$ cat config.mk
export PLATFORM = sky130hd
export DESIGN_NAME = mem_arbiter
export DESIGN_NICKNAME = d
export VERILOG_FILES = /design/src/rtl/risc_pkg.sv /design/src/rtl/rr_arbiter2.sv /design/src/rtl/mem_arbiter.sv
export SDC_FILE = /design/constraint.sdc
export NUM_CORES = 1
export LEC_CHECK = 0
export CORE_AREA = 2 2 106 108
export DETAILED_ROUTE_END_ITERATION = 7
export DIE_AREA = 0 0 108 110
export PLACE_DENSITY = 0.66
export SLEW_MARGIN = 20
export SYNTH_ARGS = -nofsm -noshare
export SYNTH_HDL_FRONTEND = slang
export SYNTH_HIERARCHICAL = 1
export SYNTH_SLANG_ARGS = --single-unit
$ cat constraint.sdc
create_clock -name clk -period 2.5 [get_ports clk]
set_input_delay 0.25 -clock clk [delete_from_list [all_inputs] [get_ports clk]]
set_output_delay 0.25 -clock clk [all_outputs]
set_load 0.01 [all_outputs]
$ cat src/rtl/risc_pkg.sv
// Shared types for the RISC-V core memory subsystem.
// Covers access sizes plus the unified-memory arbiter state, owner and counter width.
package risc_pkg;

    typedef enum logic [1:0] {
        MEM_BYTE = 2'd0,
        MEM_HALF = 2'd1,
        MEM_WORD = 2'd2
    } mem_size_t;

    typedef enum logic {
        ARB_IDLE = 1'b0,
        ARB_BUSY = 1'b1
    } arb_state_t;

    typedef enum logic {
        ARB_OWN_IMEM = 1'b0,
        ARB_OWN_DMEM = 1'b1
    } arb_owner_t;

    localparam int ARB_LAT_W = 4;

endpackage

$ cat src/rtl/rr_arbiter2.sv
// Combinational two-way round-robin pick.
// Bit 0 is the fetch path and bit 1 is the load/store path; the grant is one-hot or zero.
module rr_arbiter2
    import risc_pkg::*;
(
    input  logic [1:0]  req_i,
    input  arb_owner_t  last_grant_i,
    output logic [1:0]  gnt_o
);

    // On a conflict the side that did not win last time takes the slot
    always_comb begin
        gnt_o = 2'b00;
        if (req_i == 2'b11) begin
            gnt_o = (last_grant_i == ARB_OWN_IMEM) ? 2'b10 : 2'b01;
        end else begin
            gnt_o = req_i;
        end
    end

endmodule

$ cat src/rtl/mem_arbiter.sv
// Shares a single-port fixed-latency memory between the fetch and load/store paths, one access at a time.
// Define MEM_ARB_PERF_EN to add saturating grant and stall counters.
module mem_arbiter
    import risc_pkg::*;
#(
    parameter int MEM_LATENCY = 2,
    parameter int ADDR_W      = 32,
    parameter int DATA_W      = 32
) (
    input  logic              clk,
    input  logic              reset,
    input  logic              imem_req,
    input  logic [ADDR_W-1:0] imem_addr,
    output logic              imem_gnt,
    output logic              imem_rvalid,
    output logic [DATA_W-1:0] imem_rdata,
    input  logic              dmem_req,
    input  logic              dmem_wr_en,
    input  mem_size_t         dmem_size,
    input  logic [ADDR_W-1:0] dmem_addr,
    input  logic [DATA_W-1:0] dmem_wr_data,
    output logic              dmem_gnt,
    output logic              dmem_rvalid,
    output logic [DATA_W-1:0] dmem_rdata,
    output logic              mem_req,
    output logic              mem_wr_en,
    output mem_size_t         mem_size,
    output logic [ADDR_W-1:0] mem_addr,
    output logic [DATA_W-1:0] mem_wr_data,
    input  logic [DATA_W-1:0] mem_rdata
`ifdef MEM_ARB_PERF_EN
    ,
    output logic [31:0]       perf_imem_grants,
    output logic [31:0]       perf_dmem_grants,
    output logic [31:0]       perf_stall_cycles
`endif
);

    localparam logic [ARB_LAT_W-1:0] LAT_DONE = ARB_LAT_W'(MEM_LATENCY);
    localparam logic [ARB_LAT_W-1:0] LAT_ONE  = ARB_LAT_W'(1);

    arb_state_t           state_q, state_d;
    logic [ARB_LAT_W-1:0] lat_cnt_q, lat_cnt_d;
    arb_owner_t           owner_q, owner_d;
    arb_owner_t           last_grant_q, last_grant_d;
    logic                 is_store_q, is_store_d;
    logic [1:0]           pick;
    logic                 rsp_done;

    rr_arbiter2 u_rr (
        .req_i        ({dmem_req, imem_req}),
        .last_grant_i (last_grant_q),
        .gnt_o        (pick)
    );

    // A request asserted during reset must not be granted, since the state update would be lost
    always_comb begin
        state_d      = state_q;
        lat_cnt_d    = lat_cnt_q;
        owner_d      = owner_q;
        last_grant_d = last_grant_q;
        is_store_d   = is_store_q;
        imem_gnt     = 1'b0;
        dmem_gnt     = 1'b0;
        mem_req      = 1'b0;
        mem_wr_en    = 1'b0;
        mem_size     = MEM_BYTE;
        mem_addr     = '0;
        mem_wr_data  = '0;
        rsp_done     = 1'b0;

        case (state_q)
            ARB_IDLE: begin
                if (!reset && pick != 2'b00) begin
                    mem_req   = 1'b1;
                    state_d   = ARB_BUSY;
                    lat_cnt_d = LAT_ONE;
                    if (pick[1]) begin
                        dmem_gnt     = 1'b1;
                        mem_wr_en    = dmem_wr_en;
                        mem_size     = dmem_size;
                        mem_addr     = dmem_addr;
                        mem_wr_data  = dmem_wr_data;
                        owner_d      = ARB_OWN_DMEM;
                        last_grant_d = ARB_OWN_DMEM;
                        is_store_d   = dmem_wr_en;
                    end else begin
                        imem_gnt     = 1'b1;
                        mem_size     = MEM_WORD;
                        mem_addr     = imem_addr;
                        owner_d      = ARB_OWN_IMEM;
                        last_grant_d = ARB_OWN_IMEM;
                        is_store_d   = 1'b0;
                    end
                end
            end
            ARB_BUSY: begin
                if (lat_cnt_q == LAT_DONE) begin
                    rsp_done  = !reset;
                    state_d   = ARB_IDLE;
                    lat_cnt_d = '0;
                end else begin
                    lat_cnt_d = lat_cnt_q + LAT_ONE;
                end
            end
            default: state_d = ARB_IDLE;
        endcase
    end

    // Store acknowledges carry no data, so rdata stays zero for them
    always_comb begin
        imem_rvalid = rsp_done && (owner_q == ARB_OWN_IMEM);
        dmem_rvalid = rsp_done && (owner_q == ARB_OWN_DMEM);
        imem_rdata  = imem_rvalid ? mem_rdata : '0;
        dmem_rdata  = (dmem_rvalid && !is_store_q) ? mem_rdata : '0;
    end

    always_ff @(posedge clk) begin
        if (reset) begin
            state_q      <= ARB_IDLE;
            lat_cnt_q    <= '0;
            owner_q      <= ARB_OWN_IMEM;
            last_grant_q <= ARB_OWN_IMEM;
            is_store_q   <= 1'b0;
        end else begin
            state_q      <= state_d;
            lat_cnt_q    <= lat_cnt_d;
            owner_q      <= owner_d;
            last_grant_q <= last_grant_d;
            is_store_q   <= is_store_d;
        end
    end

`ifdef MEM_ARB_PERF_EN
    logic [31:0] perf_imem_q, perf_dmem_q, perf_stall_q;
    logic        stall_cycle;

    assign stall_cycle = (imem_req || dmem_req) && !(imem_gnt || dmem_gnt);

    // Counters stick at all-ones rather than wrapping
    always_ff @(posedge clk) begin
        if (reset) begin
            perf_imem_q  <= '0;
            perf_dmem_q  <= '0;
            perf_stall_q <= '0;
        end else begin
            if (imem_gnt && perf_imem_q != 32'hFFFF_FFFF) begin
                perf_imem_q <= perf_imem_q + 32'd1;
            end
            if (dmem_gnt && perf_dmem_q != 32'hFFFF_FFFF) begin
                perf_dmem_q <= perf_dmem_q + 32'd1;
            end
            if (stall_cycle && perf_stall_q != 32'hFFFF_FFFF) begin
                perf_stall_q <= perf_stall_q + 32'd1;
            end
        end
    end

    assign perf_imem_grants  = perf_imem_q;
    assign perf_dmem_grants  = perf_dmem_q;
    assign perf_stall_cycles = perf_stall_q;
`endif

endmodule
; ---- Word-level counts from Yosys, hierarchy flattened
; Index checks and enable logic that the tools add are counted.
[totals]
register_bits = 7
latch_bits = 0
ram_bits = 0
rom_bits = 0
in_bits = 135
output_inout_bits = 136
word_cells = 49
memories = 0
[op_classes]
addsub = 1
n_mul = 0
n_div = 0
order_cmp = 0
eq_ne = 3
shift = 0
muxes = 31
bitwise_logic = 2
reduce_logical = 8
[ops]
columns = op, count
row1 = 32-bit 2-to-1 mux, 8
row2 = 1-bit 2-to-1 mux, 14
row3 = 2-bit 2-to-1 mux, 5
row4 = 4-bit 2-to-1 mux, 2
row5 = 4-bit case mux with 2 select lines, 1
row6 = "4-bit by 1-bit adder with 4-bit output, second input constant", 1
row7 = "4-bit by 2-bit == test with 1-bit output, second input constant", 1
row8 = 1-bit logical AND, 4
row9 = "2-bit == test, second input constant", 1
row10 = 1-bit logical NOT, 2
row11 = "2-bit != test, second input constant", 1
row12 = 1-bit inverter, 2
row13 = 1-bit case mux with 2 select lines, 1
row14 = 2-bit AND reduction, 1
row15 = 2-bit nonzero test, 1

; ---- Logic depth before layout (Yosys ltp)
[depth]
depth_word = 6
ltp_mapped = 6
ltp_nobuf = 5

; ---- Cells and area by module
; The synthesis kept the hierarchy.
[modules_own_cells]
columns = module, n_inst, cells_per_inst, area_per_inst_um2, seq_area_each_um2
row1 = mem_arbiter, 1, 196, 1525.2, 140.1
row2 = rr_arbiter2, 1, 3, 18.8, 0.0

; ---- Least setup slack after synthesis
; OpenSTA, ideal clock, no wires.
[synth_timing]
path_type = reg-to-output
start = reg last_grant_q
end = out mem_addr[16]
t_arrival_ps = 1783
required_time_ps = 2250
setup_slack_ps = 467
path_stages_with_launch = 6
path_buffers = 2
path_cell_list = dfxtp_1 a21boi_0 nor3b_2 buf_4 buf_6 a22o_1
[synth_via]
elab_chain_cells = 6
elab_cells_between_ends = 7
cone_classes = mux: 5 / reduce/logical: 2
[synth_rtl]
columns = element, line_no
row1 = from (decl), mem_arbiter.sv:45  ; arb_owner_t last_grant_q, last_grant_d;
row2 = from (signal assigned), mem_arbiter.sv:129  ; last_grant_q <= last_grant_d;
row3 = 2-bit 2-to-1 mux (*), rr_arbiter2.sv:15  ; gnt_o = (last_grant_i == ARB_OWN_IMEM) ? 2'b10 : 2'b01;
row4 = 2-bit 2-to-1 mux (*), rr_arbiter2.sv:14  ; if (req_i == 2'b11) begin
row5 = net pick[1], mem_arbiter.sv:47  ; logic [1:0] pick;
row6 = 2-bit nonzero test, mem_arbiter.sv:74  ; if (!reset && pick != 2'b00) begin
row7 = 1-bit logical AND, mem_arbiter.sv:74
row8 = 32-bit 2-to-1 mux (*), mem_arbiter.sv:74
row9 = 32-bit 2-to-1 mux (*), mem_arbiter.sv:72  ; case (state_q)
row10 = to (decl), mem_arbiter.sv:28  ; output logic [ADDR_W-1:0] mem_addr,
; The timed path passes the listed nets; every way through them passes the cells marked *.

; ---- Final worst setup path
[layout_timing]
start = in dmem_req
end = out mem_wr_data[18]
[layout_via]
elab_chain_cells = 6
elab_cells_between_ends = 7
cone_classes = eq/ne: 1 / mux: 4 / reduce/logical: 2
[layout_rtl]
columns = element, line_no
row1 = from (decl), mem_arbiter.sv:17  ; input logic dmem_req,
row2 = 2-bit == test, rr_arbiter2.sv:14
row3 = 2-bit 2-to-1 mux (*), rr_arbiter2.sv:14
row4 = net pick[1], mem_arbiter.sv:47
row5 = 2-bit nonzero test, mem_arbiter.sv:74
row6 = 1-bit logical AND, mem_arbiter.sv:74
row7 = 32-bit 2-to-1 mux (*), mem_arbiter.sv:74
row8 = 32-bit 2-to-1 mux (*), mem_arbiter.sv:72
row9 = to (decl), mem_arbiter.sv:29  ; output logic [DATA_W-1:0] mem_wr_data,
; Marked as above.

==> impl_metrics.env <==
export IMPL_grt_pass1_wl_mm=12.4
export IMPL_grt_max_degree=35
export IMPL_finish_utilization=0.418
export IMPL_p_leak_uw=0.00251
export IMPL_critPathMaxFanout=34
export IMPL_root_buffer="clkbuf_8"
export IMPL_cts_tree="yes"
export IMPL_fin_setup_tns_ps=0
export IMPL_drtIter0Drc=72
export IMPL_hold_viol=0
export IMPL_gp_congestion=0.765
export IMPL_combPwrFrac=0.625
export IMPL_grt_usage=0.133
export IMPL_max_stage_delay_ps=560
export IMPL_synth_top_area_frac=0.308
export IMPL_area_growth_syn_to_layout_pct=190
export IMPL_period_needed_ps=2390
export IMPL_portBuffers=270
export IMPL_r2r_slack_ps=1040
export IMPL_fin_skew_ps=0.563
export IMPL_synth_area_sq_um=1540
export IMPL_crit_path_start_kind="input port"
export IMPL_final_nets=605
export IMPL_vias_per_cell=4.15
export IMPL_post_route_period_util=0.958
export IMPL_drt_wl_total_mm=9.27
export IMPL_power_total_uw=785
export IMPL_worst_ep_arrival_time_ps=2140
export IMPL_crit_chain="clkdlybuf4s50_1 > a21boi_2 > nor3b_4 > buf_4 > buf_12 > and2_1 > clkdlybuf4s50_1"
export IMPL_cts_made_buffers=3
export IMPL_power_density_nw_per_um2=175
export IMPL_synth_flop_cell="dfxtp_1"
export IMPL_ir_drop_uv=159
export IMPL_cp_num_buf_inv=4
export IMPL_async_reset_ff_frac=0
export IMPL_avgSynthCellArea_sq_um=7.76
export IMPL_worstSetupEndpointType="output port"
export IMPL_crit_required_ps=2250
export IMPL_clk_latency_ps=230
export IMPL_cts_max_path_buffers=2
export IMPL_hp_class="register to register"
export IMPL_ant_nets=0
export IMPL_grt_overflow=0
export IMPL_drc=0
export IMPL_grt_antenna_before_repair=0
export IMPL_fmax_ghz=0.418
export IMPL_via_count=2521
export IMPL_die_h_microns=110
export IMPL_tightest_slew_ps=346
export IMPL_dr_pass1_iters=4
export IMPL_die_area_sq_um=11900
export IMPL_crit_family="buffers and inverters"
export IMPL_synth_most_common_cell="and2_1"
export IMPL_crit_type="input port to output port"
export IMPL_fill_cells=1093
export IMPL_ys_seq_area_frac=0.0908
export IMPL_setup_viol=0
export IMPL_start_util=0.144
export IMPL_dpl_hpwl_mm=7.39
export IMPL_r2r_cells=6
export IMPL_clkPwrFrac=0.205
export IMPL_crit_end="mem_wr_data[18]"
export IMPL_core_area_sq_um=10700
export IMPL_status="finished clean"
export IMPL_fin_area_sq_um=4470
export IMPL_avgRoutedWirePerCell_microns=15.3
export IMPL_syn_inst=199
export IMPL_ios=271
export IMPL_clk_pin_slew_ps=40
export IMPL_chipWidth_microns=108
export IMPL_r2r_end="lat_cnt_q[2]"
export IMPL_critPathLaunch="dmem_req"
export IMPL_rsz0062_at_grt="false"
export IMPL_htreeDepth=1
export IMPL_layout_drive_gt1_share=0.101
export IMPL_ys_warn_count=6
export IMPL_numClockSinks=7
export IMPL_syn_num_nets=336
export IMPL_reg2reg_from="last_grant_q"
export IMPL_internal_power_uw=566
export IMPL_synth_edf_count=0
export IMPL_slew_violations=0
export IMPL_max_cap_violations=0
export IMPL_crit_top_cell="clkdlybuf4s50_1"
export IMPL_ys_ff_latch=7
export IMPL_place_area_sq_um=4360
export IMPL_synthTopCellsByArea="and2_1 (31%), a22o_1 (18%), and2_2 (11%), dfxtp_1 (9.1%), buf_6 (8.0%)"
export IMPL_cts_hold_buffers_added=0
export IMPL_n_antenna_cell=0
export IMPL_slew_headroom=0.767
export IMPL_power_switching_share=0.279
export IMPL_hp_start="is_store_q"
export IMPL_yosys_top_cells_count="and2_1 (76), a22o_1 (32), and2_2 (22), buf_6 (11), dfxtp_1 (7)"
export IMPL_power_switching_uw=219
export IMPL_path_depth=7
export IMPL_cp_slowest_cell="clkdlybuf4s50_1"
export IMPL_rows=38
export IMPL_grt_pass1_vias=2369
export IMPL_pwr_share_seq=0.170
export IMPL_synth_top_area_cell="and2_1"
export IMPL_post_synth_num_cell_types=32
cells by family (layout without fill, tap and decap cells):
family / count (synthesis) / after routing / share of synthesized area
adder cells (fa/ha/maj): 2 / 2 / 0.0162
flip-flops: 7 / 7 / 0.0908
AO/OA/AOI/OAI: 47 / 47 / 0.241
AND/OR/NAND/NOR: 119 / 120 / 0.525
multiplexers: 1 / 1 / 0.00648
buffers and inverters: 23 / 290 / 0.121
cells in the final DEF (no fill, tap or decap), types with 2 or more instances in the layout:
cell and count:
o21ai_0 4, dlymetal6s2s_1 30, buf_4 7, dfxtp_2 2, nand2b_1 2, and4b_4 2, nor3_1 5, nor2b_1 2
dlygate4sd2_1 67, and2_2 22, clkdlybuf4s50_1 173, buf_12 3, and2_1 76, clkbuf_8 3, a21oi_1 5, ha_1 2
a22o_1 32, inv_1 4, dfxtp_1 5, nand3b_1 2
how the worst min path moves through the flow:
| stage | endpoint | cells after the start |
|---|---|---|
| 6_report | is_store_q | 2 |
| 5_1_grt | is_store_q | 2 |
| 4_1_cts | is_store_q | 2 |
| 3_5_place_dp | is_store_q | 2 |
| 3_3_place_gp | is_store_q | 2 |
| 2_1_floorplan | is_store_q | 2 |
power groups by stage:
stage                     Clock [uW]  Sequential [uW]  Combinational (uW)
final                            161              133                 490
after global routing             168              135                 524
after CTS                        164              133                 501
after detailed placement           0              131                 490
after global placement             0              131                 485
after floorplan                    0              127                 146
worst register-to-register path: cells and delay by family, from the launching register on:
family	cells	cell delay [ps]
simple gates	1	330
flops	1	410
compound gates	3	370
buf+inv	2	280
sequential cells by signal, summed over array words and instances (netlist names):
signal and cells:
state_q 1, is_store_q 1, last_grant_q 1, lat_cnt_q 4
final cells by class:
| cell class | count | area (sq um) | share of cell area |
|---|---|---|---|
| repair buffers | 282 | 2850 | 0.636 |
| flip-flops and latches | 7 | 143 | 0.0319 |
| multi-input cells | 170 | 1250 | 0.279 |
| well taps | 140 | 175 | 0.0392 |
| inverters | 4 | 15.0 | 0.00336 |
| clock buffers | 4 | 45.0 | 0.0101 |
stage by stage:
| step | hold slack, ps | std cells | setup WS, ps |
|---|---|---|---|
| after floorplan | 408 | 199 | 467 |
| after global placement | 480 | 599 | -40.0 |
| after detailed placement | 489 | 599 | -34.3 |
| after CTS | 539 | 606 | 0.923 |
| after global routing | 564 | 607 | 5.95 |
| final | 547 | 607 | 105 |
per-layer routing:
layer / part of all wire / GRT usage / vias up
met3: 0.099 / 0.0370 / 8
met5: 0 / 0 / -
li1: - / - / 1230
met4: 0.0069 / 0.0275 / 0
met2: 0.52 / 0.248 / 143
met1: 0.38 / 0.151 / 1140
repair_timing:
item | in CTS | in global routing
pin swaps | 2 | 1
gates cloned | 2 | 0
gates resized for setup | 72 | 33
setup buffers | 1 | 1
setup endpoints to repair | 69 | 63
Note: power is estimated with default switching activity, not from simulation.
